**config.mk**
```make
export PLATFORM = sky130hd
export DESIGN_NAME = ex_commit_stage_flat
export DESIGN_NICKNAME = d
export VERILOG_FILES = /design/src/rtl/ex_commit_stage_if.sv /design/src/rtl/ex_commit_stage.sv /design/src/flat_wrapper.sv
export SDC_FILE = /design/constraint.sdc
export NUM_CORES = 1
export LEC_CHECK = 0
export CORE_AREA = 3 3 112 114
export DETAILED_ROUTE_END_ITERATION = 8
export DIE_AREA = 0 0 115 117
export GPL_ROUTABILITY_DRIVEN = 0
export PLACE_DENSITY = 0.75
export REMOVE_ABC_BUFFERS = 1
export SYNTH_ARGS = -nofsm -noshare
export SYNTH_HDL_FRONTEND = slang
export SYNTH_SLANG_ARGS = --single-unit
```
**constraint.sdc**
```tcl
create_clock -name clk_i -period 3.4 [get_ports clk_i]
set_input_delay 0.68 -clock clk_i [delete_from_list [all_inputs] [get_ports clk_i]]
set_output_delay 0.68 -clock clk_i [all_outputs]
set_load 0.05 [all_outputs]
```
**src/rtl/ex_commit_stage_if.sv**
```systemverilog
// Execute-to-memory handshake bundle for ex_commit_stage: execute-side inputs,
// memory-side outputs and the fetch redirect/flush outputs.
interface ex_commit_stage_if #(
  parameter int PC_WIDTH = 32,
  parameter int RD_WIDTH = 5
);
  logic                ex_valid_i;
  logic                ex_ready_o;
  logic [31:0]         alu_result_i;
  logic [RD_WIDTH-1:0] rd_addr_i;
  logic                rd_wen_i;
  logic                is_branch_i;
  logic                branch_taken_i;
  logic [PC_WIDTH-1:0] branch_pc_i;
  logic                mem_valid_o;
  logic                mem_ready_i;
  logic [31:0]         mem_result_o;
  logic [RD_WIDTH-1:0] mem_rd_addr_o;
  logic                mem_rd_wen_o;
  logic                redirect_valid_o;
  logic [PC_WIDTH-1:0] redirect_pc_o;
  logic                flush_o;

  modport master (
    output ex_valid_i, alu_result_i, rd_addr_i, rd_wen_i, is_branch_i,
           branch_taken_i, branch_pc_i, mem_ready_i,
    input  ex_ready_o, mem_valid_o, mem_result_o, mem_rd_addr_o, mem_rd_wen_o,
           redirect_valid_o, redirect_pc_o, flush_o
  );

  modport slave (
    input  ex_valid_i, alu_result_i, rd_addr_i, rd_wen_i, is_branch_i,
           branch_taken_i, branch_pc_i, mem_ready_i,
    output ex_ready_o, mem_valid_o, mem_result_o, mem_rd_addr_o, mem_rd_wen_o,
           redirect_valid_o, redirect_pc_o, flush_o
  );
endinterface

```
**src/rtl/ex_commit_stage.sv**
```systemverilog
// Execute/commit pipeline register: 2-entry skid buffer plus taken-branch redirect FSM.
// Optional branch statistics counters are enabled with `define EX_BRANCH_PERF_EN.
module ex_commit_stage #(
  parameter int PC_WIDTH = 32,
  parameter int RD_WIDTH = 5
) (
  input  logic             clk_i,
  input  logic             rst_i,
  ex_commit_stage_if.slave bus
`ifdef EX_BRANCH_PERF_EN
  ,
  output logic [31:0]      branch_cnt_o,
  output logic [31:0]      taken_cnt_o
`endif
);

  typedef enum logic [0:0] {
    ST_RUN      = 1'b0,
    ST_REDIRECT = 1'b1
  } state_t;

  state_t              state_r;
  state_t              state_s;

  logic                main_valid_r;
  logic                main_valid_s;
  logic [31:0]         main_result_r;
  logic [31:0]         main_result_s;
  logic [RD_WIDTH-1:0] main_rd_r;
  logic [RD_WIDTH-1:0] main_rd_s;
  logic                main_wen_r;
  logic                main_wen_s;

  logic                skid_valid_r;
  logic                skid_valid_s;
  logic [31:0]         skid_result_r;
  logic [31:0]         skid_result_s;
  logic [RD_WIDTH-1:0] skid_rd_r;
  logic [RD_WIDTH-1:0] skid_rd_s;
  logic                skid_wen_r;
  logic                skid_wen_s;

  logic                ex_ready_r;
  logic                ex_ready_s;
  logic                redirect_valid_r;
  logic                flush_r;
  logic                redirect_s;
  logic [PC_WIDTH-1:0] redirect_pc_r;
  logic [PC_WIDTH-1:0] redirect_pc_s;

  logic                transfer_s;
  logic                main_free_s;
  logic                taken_s;

  // Next-state logic for the buffer entries, the redirect FSM and the upstream ready.
  always_comb begin
    transfer_s    = bus.ex_valid_i & ex_ready_r & (state_r == ST_RUN);
    main_free_s   = ~main_valid_r | bus.mem_ready_i;
    taken_s       = transfer_s & bus.is_branch_i & bus.branch_taken_i;

    main_valid_s  = main_valid_r;
    main_result_s = main_result_r;
    main_rd_s     = main_rd_r;
    main_wen_s    = main_wen_r;
    skid_valid_s  = skid_valid_r;
    skid_result_s = skid_result_r;
    skid_rd_s     = skid_rd_r;
    skid_wen_s    = skid_wen_r;
    state_s       = state_r;
    redirect_s    = 1'b0;
    redirect_pc_s = redirect_pc_r;

    // A full skid forces ready low, so a transfer never coincides with a skid drain.
    if (main_free_s) begin
      if (skid_valid_r) begin
        main_valid_s  = 1'b1;
        main_result_s = skid_result_r;
        main_rd_s     = skid_rd_r;
        main_wen_s    = skid_wen_r;
        skid_valid_s  = 1'b0;
      end else if (transfer_s) begin
        main_valid_s  = 1'b1;
        main_result_s = bus.alu_result_i;
        main_rd_s     = bus.rd_addr_i;
        main_wen_s    = bus.rd_wen_i;
      end else begin
        main_valid_s  = 1'b0;
      end
    end else begin
      if (transfer_s) begin
        skid_valid_s  = 1'b1;
        skid_result_s = bus.alu_result_i;
        skid_rd_s     = bus.rd_addr_i;
        skid_wen_s    = bus.rd_wen_i;
      end else begin
        skid_valid_s  = skid_valid_r;
      end
    end

    case (state_r)
      ST_RUN: begin
        if (taken_s) begin
          state_s       = ST_REDIRECT;
          redirect_s    = 1'b1;
          redirect_pc_s = bus.branch_pc_i;
        end else begin
          state_s       = ST_RUN;
          redirect_s    = 1'b0;
        end
      end
      ST_REDIRECT: begin
        state_s    = ST_RUN;
        redirect_s = 1'b0;
      end
      default: begin
        state_s    = ST_RUN;
        redirect_s = 1'b0;
      end
    endcase

    // The wrong-path slot is swallowed, so ready is forced high during REDIRECT.
    if (state_s == ST_REDIRECT) begin
      ex_ready_s = 1'b1;
    end else begin
      ex_ready_s = ~skid_valid_s;
    end
  end

  // State registers for the buffer, FSM and all registered outputs.
  always_ff @(posedge clk_i or posedge rst_i) begin
    if (rst_i) begin
      state_r          <= ST_RUN;
      main_valid_r     <= 1'b0;
      main_result_r    <= 32'h0000_0000;
      main_rd_r        <= {RD_WIDTH{1'b0}};
      main_wen_r       <= 1'b0;
      skid_valid_r     <= 1'b0;
      skid_result_r    <= 32'h0000_0000;
      skid_rd_r        <= {RD_WIDTH{1'b0}};
      skid_wen_r       <= 1'b0;
      ex_ready_r       <= 1'b0;
      redirect_valid_r <= 1'b0;
      flush_r          <= 1'b0;
      redirect_pc_r    <= {PC_WIDTH{1'b0}};
    end else begin
      state_r          <= state_s;
      main_valid_r     <= main_valid_s;
      main_result_r    <= main_result_s;
      main_rd_r        <= main_rd_s;
      main_wen_r       <= main_wen_s;
      skid_valid_r     <= skid_valid_s;
      skid_result_r    <= skid_result_s;
      skid_rd_r        <= skid_rd_s;
      skid_wen_r       <= skid_wen_s;
      ex_ready_r       <= ex_ready_s;
      redirect_valid_r <= redirect_s;
      flush_r          <= redirect_s;
      redirect_pc_r    <= redirect_pc_s;
    end
  end

  assign bus.ex_ready_o       = ex_ready_r;
  assign bus.mem_valid_o      = main_valid_r;
  assign bus.mem_result_o     = main_result_r;
  assign bus.mem_rd_addr_o    = main_rd_r;
  assign bus.mem_rd_wen_o     = main_wen_r;
  assign bus.redirect_valid_o = redirect_valid_r;
  assign bus.redirect_pc_o    = redirect_pc_r;
  assign bus.flush_o          = flush_r;

`ifdef EX_BRANCH_PERF_EN
  logic [31:0] branch_cnt_r;
  logic [31:0] taken_cnt_r;

  // Branch statistics; only accepted instructions count, so wrong-path slots are ignored.
  always_ff @(posedge clk_i or posedge rst_i) begin
    if (rst_i) begin
      branch_cnt_r <= 32'h0000_0000;
      taken_cnt_r  <= 32'h0000_0000;
    end else begin
      if (transfer_s & bus.is_branch_i) begin
        branch_cnt_r <= branch_cnt_r + 32'h0000_0001;
      end
      if (taken_s) begin
        taken_cnt_r <= taken_cnt_r + 32'h0000_0001;
      end
    end
  end

  assign branch_cnt_o = branch_cnt_r;
  assign taken_cnt_o  = taken_cnt_r;
`endif

endmodule

```
**src/flat_wrapper.sv**
```systemverilog
// flat-port wrapper written by rule: the top's interface ports become plain ports
module ex_commit_stage_flat 
#(
  parameter int PC_WIDTH = 32,
  parameter int RD_WIDTH = 5
)
  (clk_i, rst_i, bus_ex_valid_i, bus_alu_result_i, bus_rd_addr_i, bus_rd_wen_i, bus_is_branch_i, bus_branch_taken_i, bus_branch_pc_i, bus_mem_ready_i, bus_ex_ready_o, bus_mem_valid_o, bus_mem_result_o, bus_mem_rd_addr_o, bus_mem_rd_wen_o, bus_redirect_valid_o, bus_redirect_pc_o, bus_flush_o);
  ex_commit_stage_if #(.PC_WIDTH(PC_WIDTH), .RD_WIDTH(RD_WIDTH)) bus_i ();
  input  logic clk_i;
  input  logic rst_i;
  input wire logic [$bits(bus_i.ex_valid_i)-1:0] bus_ex_valid_i;
  input wire logic [$bits(bus_i.alu_result_i)-1:0] bus_alu_result_i;
  input wire logic [$bits(bus_i.rd_addr_i)-1:0] bus_rd_addr_i;
  input wire logic [$bits(bus_i.rd_wen_i)-1:0] bus_rd_wen_i;
  input wire logic [$bits(bus_i.is_branch_i)-1:0] bus_is_branch_i;
  input wire logic [$bits(bus_i.branch_taken_i)-1:0] bus_branch_taken_i;
  input wire logic [$bits(bus_i.branch_pc_i)-1:0] bus_branch_pc_i;
  input wire logic [$bits(bus_i.mem_ready_i)-1:0] bus_mem_ready_i;
  output wire logic [$bits(bus_i.ex_ready_o)-1:0] bus_ex_ready_o;
  output wire logic [$bits(bus_i.mem_valid_o)-1:0] bus_mem_valid_o;
  output wire logic [$bits(bus_i.mem_result_o)-1:0] bus_mem_result_o;
  output wire logic [$bits(bus_i.mem_rd_addr_o)-1:0] bus_mem_rd_addr_o;
  output wire logic [$bits(bus_i.mem_rd_wen_o)-1:0] bus_mem_rd_wen_o;
  output wire logic [$bits(bus_i.redirect_valid_o)-1:0] bus_redirect_valid_o;
  output wire logic [$bits(bus_i.redirect_pc_o)-1:0] bus_redirect_pc_o;
  output wire logic [$bits(bus_i.flush_o)-1:0] bus_flush_o;
  assign bus_i.ex_valid_i = bus_ex_valid_i;
  assign bus_i.alu_result_i = bus_alu_result_i;
  assign bus_i.rd_addr_i = bus_rd_addr_i;
  assign bus_i.rd_wen_i = bus_rd_wen_i;
  assign bus_i.is_branch_i = bus_is_branch_i;
  assign bus_i.branch_taken_i = bus_branch_taken_i;
  assign bus_i.branch_pc_i = bus_branch_pc_i;
  assign bus_i.mem_ready_i = bus_mem_ready_i;
  assign bus_ex_ready_o = bus_i.ex_ready_o;
  assign bus_mem_valid_o = bus_i.mem_valid_o;
  assign bus_mem_result_o = bus_i.mem_result_o;
  assign bus_mem_rd_addr_o = bus_i.mem_rd_addr_o;
  assign bus_mem_rd_wen_o = bus_i.mem_rd_wen_o;
  assign bus_redirect_valid_o = bus_i.redirect_valid_o;
  assign bus_redirect_pc_o = bus_i.redirect_pc_o;
  assign bus_flush_o = bus_i.flush_o;
  ex_commit_stage #(.PC_WIDTH(PC_WIDTH), .RD_WIDTH(RD_WIDTH)) u_core (.clk_i(clk_i), .rst_i(rst_i), .bus(bus_i));
endmodule
```
Word level (Yosys, flattened, before mapping). Index checks and enable logic that the tools add are counted.

Register bits: 112. Input port bits: 76. Output and inout bits: 74. Logic and storage cells: 37.

Mux-type cells: 13. Bitwise logic cells: 9. Reduce and logical (&&, ||, !) cells: 4.

Operator list (count): $mux 32 (2); $mux 5 (2); $mux 1 (8); $reduce_and 2->1 (3); $and 1x1->1 (4); $not 1->1 (4); $pmux 1 s2 (1); $reduce_bool 2->1 (1); $or 1x1->1 (1).

Depth between registers and ports, before layout.
Depth after elaboration: 7. Mapped depth: 5.

Least setup slack after synthesis. Ideal clock, no wire load.

Path kind: input -> register. From: input port bus_mem_ready_i. To: register u_core.skid_result_r[0]. Library setup time: 0.125 ns. Arrival: 1.685 ns. Slack: 1.590 ns. Stages: 5. Path buffers: 2. Cell sequence: nand2b_1 -> and2b_1 -> buf_6 -> buf_6 -> mux2_2.

Word-level cells in the longest chain between the ends: 3.

RTL lines: start: declaration (line flat_wrapper.sv:18) `input wire logic [$bits(bus_i.mem_ready_i)-1:0] bus_mem_ready_i;`; $or 1x1->1 (line ex_commit_stage.sv:58) `main_free_s = ~main_valid_r | bus.mem_ready_i;`; $not 1->1 (no source line); $reduce_and 2->1 (no source line); end signal: assignment (line ex_commit_stage.sv:152) `skid_result_r <= skid_result_s;`; end: declaration (line ex_commit_stage.sv:36) `logic [31:0] skid_result_r;`.

No other way between the ends. A chain may end at the register's enable or synchronous reset.

Final worst setup path.
From: input port bus_ex_valid_i. To: register u_core.main_result_r[9], in the netlist u_core.bus.mem_result_o[9].

Word-level cells in the longest chain between the ends: 4.

RTL lines: start: declaration (line flat_wrapper.sv:11) `input wire logic [$bits(bus_i.ex_valid_i)-1:0] bus_ex_valid_i;`; $and 1x1->1 (2 in series) (line ex_commit_stage.sv:57) `transfer_s = bus.ex_valid_i & ex_ready_r & (state_r == ST_RUN);`; $reduce_bool 2->1 (no source line); $reduce_and 2->1 (no source line); end signal: assignment (line ex_commit_stage.sv:148) `main_result_r <= main_result_s;`; end: declaration (line ex_commit_stage.sv:27) `logic [31:0] main_result_r;`.

No other way between the ends.

==> results_tabular.tex <==
\begin{tabular}{lr}
\hline
Metric & Value \\
\hline
\multicolumn{2}{l}{\textbf{Cells and area}} \\
Non-filler cells, final & around 580 \\
Area growth syn-to-layout & 39.69\% \\
Final cell area excluding filler cells & 6750 sq um \\
Filler Cell Count & between 900 and 1000 \\
Layout cells sized above 1 & roughly two fifths \\
Fin nets & between 500 and 600 \\
Antenna diodes & 0 \\
\multicolumn{2}{l}{\textbf{Place}} \\
Area of placed instances & $\sim$6500 sq um \\
Number of placed instances, taps included & 567 \\
Post-DP HPWL & between 7000 and 8000 microns \\
Port Buffers & roughly 150 \\
\multicolumn{2}{l}{\textbf{Worst setup path}} \\
Largest driver fanout on the critical path & 17 \\
Crit-path leading delay family & buffers and inverters \\
Worst path bufs/invs & 2 \\
Endpoint class of the critical path & register \\
Critical-path cell list & clkdlybuf4s50\_1 -> and3b\_1 -> o21a\_2 -> buf\_4 -> mux2\_2 \\
Critical Path Max Stage Delay & 0.46 ns \\
Worst setup path class & in2reg \\
Critical Path Start Type & input pin \\
Worst EP arrival & approximately 2.5 ns \\
Required time reported for the critical path endpoint & 3.63 ns \\
Slowest cell on the critical path & o21a\_2 \\
\multicolumn{2}{l}{\textbf{Logic synthesis}} \\
Gate Count Post-Synth & around 290 \\
Count of unique library cells instantiated by Yosys & 17 \\
Cell area after synthesis & roughly 4800 sq um \\
Average cell area after synthesis & roughly 17 sq um \\
Number of warnings issued by yosys & 0 \\
Yosys top cell area share & 58.00\% \\
Leading post-synthesis cells by cell area & dfrtp\_1, mux2\_2, mux2\_4, buf\_6, buf\_2 \\
Synth Register Bits & 112 \\
Cell taking the most area after synthesis & dfrtp\_1 \\
Sequential-to-total area share from yosys stat & between 50\% and 60\% \\
\multicolumn{2}{l}{\textbf{Drt}} \\
Number of DRC markers in iteration 0 & 100 \\
Drt first pass iters & 4 \\
DRC violation count after routing & 0 \\
Vias & 2878 \\
Routed via count divided by cell count & 4.937 \\
Final routed wirelength across all metal layers & about 10000 microns \\
Final routed wire length divided by cell count & 17.58 microns \\
Number of nets still failing antenna checks after routing & 0 \\
\multicolumn{2}{l}{\textbf{Clocking}} \\
Post-CTS Hold Buffers & 0 \\
Clock Sink Count & 112 \\
Setup Buffers After CTS & 0 \\
TritonCTS clock tree & yes \\
Clock tree root driver cell & clkbuf\_16 \\
Clk pin slew, worst setup/hold paths & about 0.070 ns \\
TritonCTS buffer count & 9 \\
Clk\_lat worst skew & 0.35 ns \\
Depth of the CTS H-tree & 3 \\
Cts repair resizes & 0 \\
Max clock buf depth & 2 \\
\multicolumn{2}{l}{\textbf{Global routing}} \\
Global-route wire length before repair & between 15000 and 20000 microns \\
Vias in the first global route & 3194 \\
Number of antenna violations at the first check in global routing & 0 \\
Global route overflow & 0 \\
Combined global-route utilization of all metal layers & 15.91\% \\
Pin count of the biggest net entering global routing & 67 \\
\multicolumn{2}{l}{\textbf{Timing}} \\
Post-layout min period & 2.282 ns \\
Share of the clock period used by the worst path after layout & 67.12\% \\
Pins Over Slew Limit & 0 \\
Worst-Margin Slew & 0.8129 ns \\
Setup Skew & 0.007479 ns \\
Final count of hold timing violations & 0 \\
Number of endpoints failing setup at the final stage & 0 \\
RSZ-0062 raised after global routing & false \\
Worst slew margin & 45.80\% \\
Achievable clock frequency & around 0.44 GHz \\
\multicolumn{2}{l}{\textbf{Floorplan}} \\
Initial core utilization & between 40\% and 50\% \\
Floorplan row count & 39 \\
Total Die Area & 13460 sq um \\
IO Count & 150 \\
Height of the die & 117 microns \\
Overall die width & 115 microns \\
Standard cell core area & 11520 sq um \\
\multicolumn{2}{l}{\textbf{Pwr}} \\
Proportion of power drawn by flip-flops and latches & 36.7\% \\
Power density over the cells & about 800 nW/um\^{}2 \\
Switching pwr & 2.045 mW \\
Leakage & $\sim$2.8 nW \\
Peak VDD IR & $\sim$0.00055 V \\
Internal Power & 3.333 mW \\
Switching power share of the total & 38.03\% \\
Clock share of power & 19.8\% \\
Combinational power share & approximately 44\% \\
\multicolumn{2}{l}{\textbf{Job}} \\
Max-cap violations & 0 \\
\multicolumn{2}{l}{\textbf{Hold path}} \\
Worst Hold Class & reg2reg \\
\multicolumn{2}{l}{\textbf{Outcome}} \\
Run status & finished, final reports clean \\
\hline
\end{tabular}
area by class of cell:
type	count	area (sq um)	share of cell area (%)
inverters	1	6.256	0.09268
flip-flops and latches	112	2804	41.54
clock inverters	6	68.82	1.019
clock buffers	10	229.0	3.392
repair buffers	156	1582	23.43
multi-input cells	155	1882	27.88
well taps	143	178.9	2.651
final timing paths:
kind	start	to	slack [ns]	cells after the start
max reg2reg	u_core.state_r$_DFF_PP0_	u_core.bus.mem_result_o[9]$_DFFE_PP0P_	1.41	4
max in group asynchronous	rst_i	u_core.bus.mem_result_o[8]$_DFFE_PP0P_	1.86	3
min reg2reg	u_core.skid_result_r[28]$_DFFE_PP0P_	u_core.skid_result_r[28]$_DFFE_PP0P_	0.50	1
min in group asynchronous	rst_i	u_core.bus.redirect_pc_o[26]$_DFFE_PP0P_	0.84	2
min	u_core.skid_result_r[28]$_DFFE_PP0P_	u_core.skid_result_r[28]$_DFFE_PP0P_	0.50	1
max	bus_ex_valid_i	u_core.bus.mem_result_o[9]$_DFFE_PP0P_	1.12	5
kinds of logic (layout without fill, tap and decap cells):
kind of cell | after synthesis | after routing | synth area share, %
compound gates | 1 | 1 | 0.1554
buf+inv | 18 | 173 | 3.133
flops | 112 | 112 | 58.00
simple gates | 8 | 8 | 0.9584
mux | 146 | 146 | 37.75
through the flow:
stage / setup WS (ns) / total power, mW / setup TNS, ns / hold slack [ns] / util, %
final: 1.118 / 5.379 / 0 / 0.5025 / 58.62
after global routing: 0.9914 / 5.627 / 0 / 0.5185 / 58.62
after CTS: 1.085 / 5.445 / 0 / 0.5077 / 58.62
after detailed placement: 0.7077 / 4.357 / 0 / 0.4911 / 56.03
after global placement: 0.7468 / 4.312 / 0 / 0.4835 / 56.03
after floorplan: -0.2390 / 3.537 / -26.77 / 0.4751 / -
registers in the layout, summed over array words and instances, names as in the netlist:
| name | count |
|---|---|
| u_core.skid_result_r | 32 |
| u_core.skid_rd_r | 5 |
| u_core.bus.mem_rd_wen_o | 1 |
| u_core.bus.mem_rd_addr_o | 5 |
| u_core.bus.redirect_pc_o | 32 |
| u_core.skid_valid_r | 1 |
| u_core.bus.mem_valid_o | 1 |
| u_core.bus.mem_result_o | 32 |
| u_core.state_r | 1 |
| u_core.skid_wen_r | 1 |
| u_core.bus.ex_ready_o | 1 |
cells in the mapped netlist (all sizes together):
master	n
and3	1
o21a	1
clkbuf	1
dfrtp	112
and2b	1
inv	1
nand2b	1
mux2	146
and3b	1
nor2	2
or3	1
buf	16
nand2	1
routing by layer:
metal	track usage (%)	wire [microns]
met2	25.19	4666
met4	5.399	142
met1	18.59	4221
met3	8.483	1221
met5	0	0
cells in the final DEF, fill, tap and decap left out, types with 2 or more instances in the layout:
cell,instances
buf_4,4
clkdlybuf4s50_1,149
dfrtp_1,111
mux2_4,48
clkbuf_16,9
clkinv_4,2
nor2_1,2
mux2_2,98
buf_12,3
power groups by stage:
| stage | combinational [mW] | clock, mW | sequential (mW) |
|---|---|---|---|
| floorplan | 0.638 | 0 | 2.90 |
| global placement | 2.33 | 0 | 1.99 |
| detailed placement | 2.36 | 0 | 1.99 |
| CTS | 2.37 | 1.10 | 1.98 |
| global route | 2.44 | 1.15 | 2.04 |
| finish | 2.34 | 1.07 | 1.98 |
(Power assumes the default switching activity.)
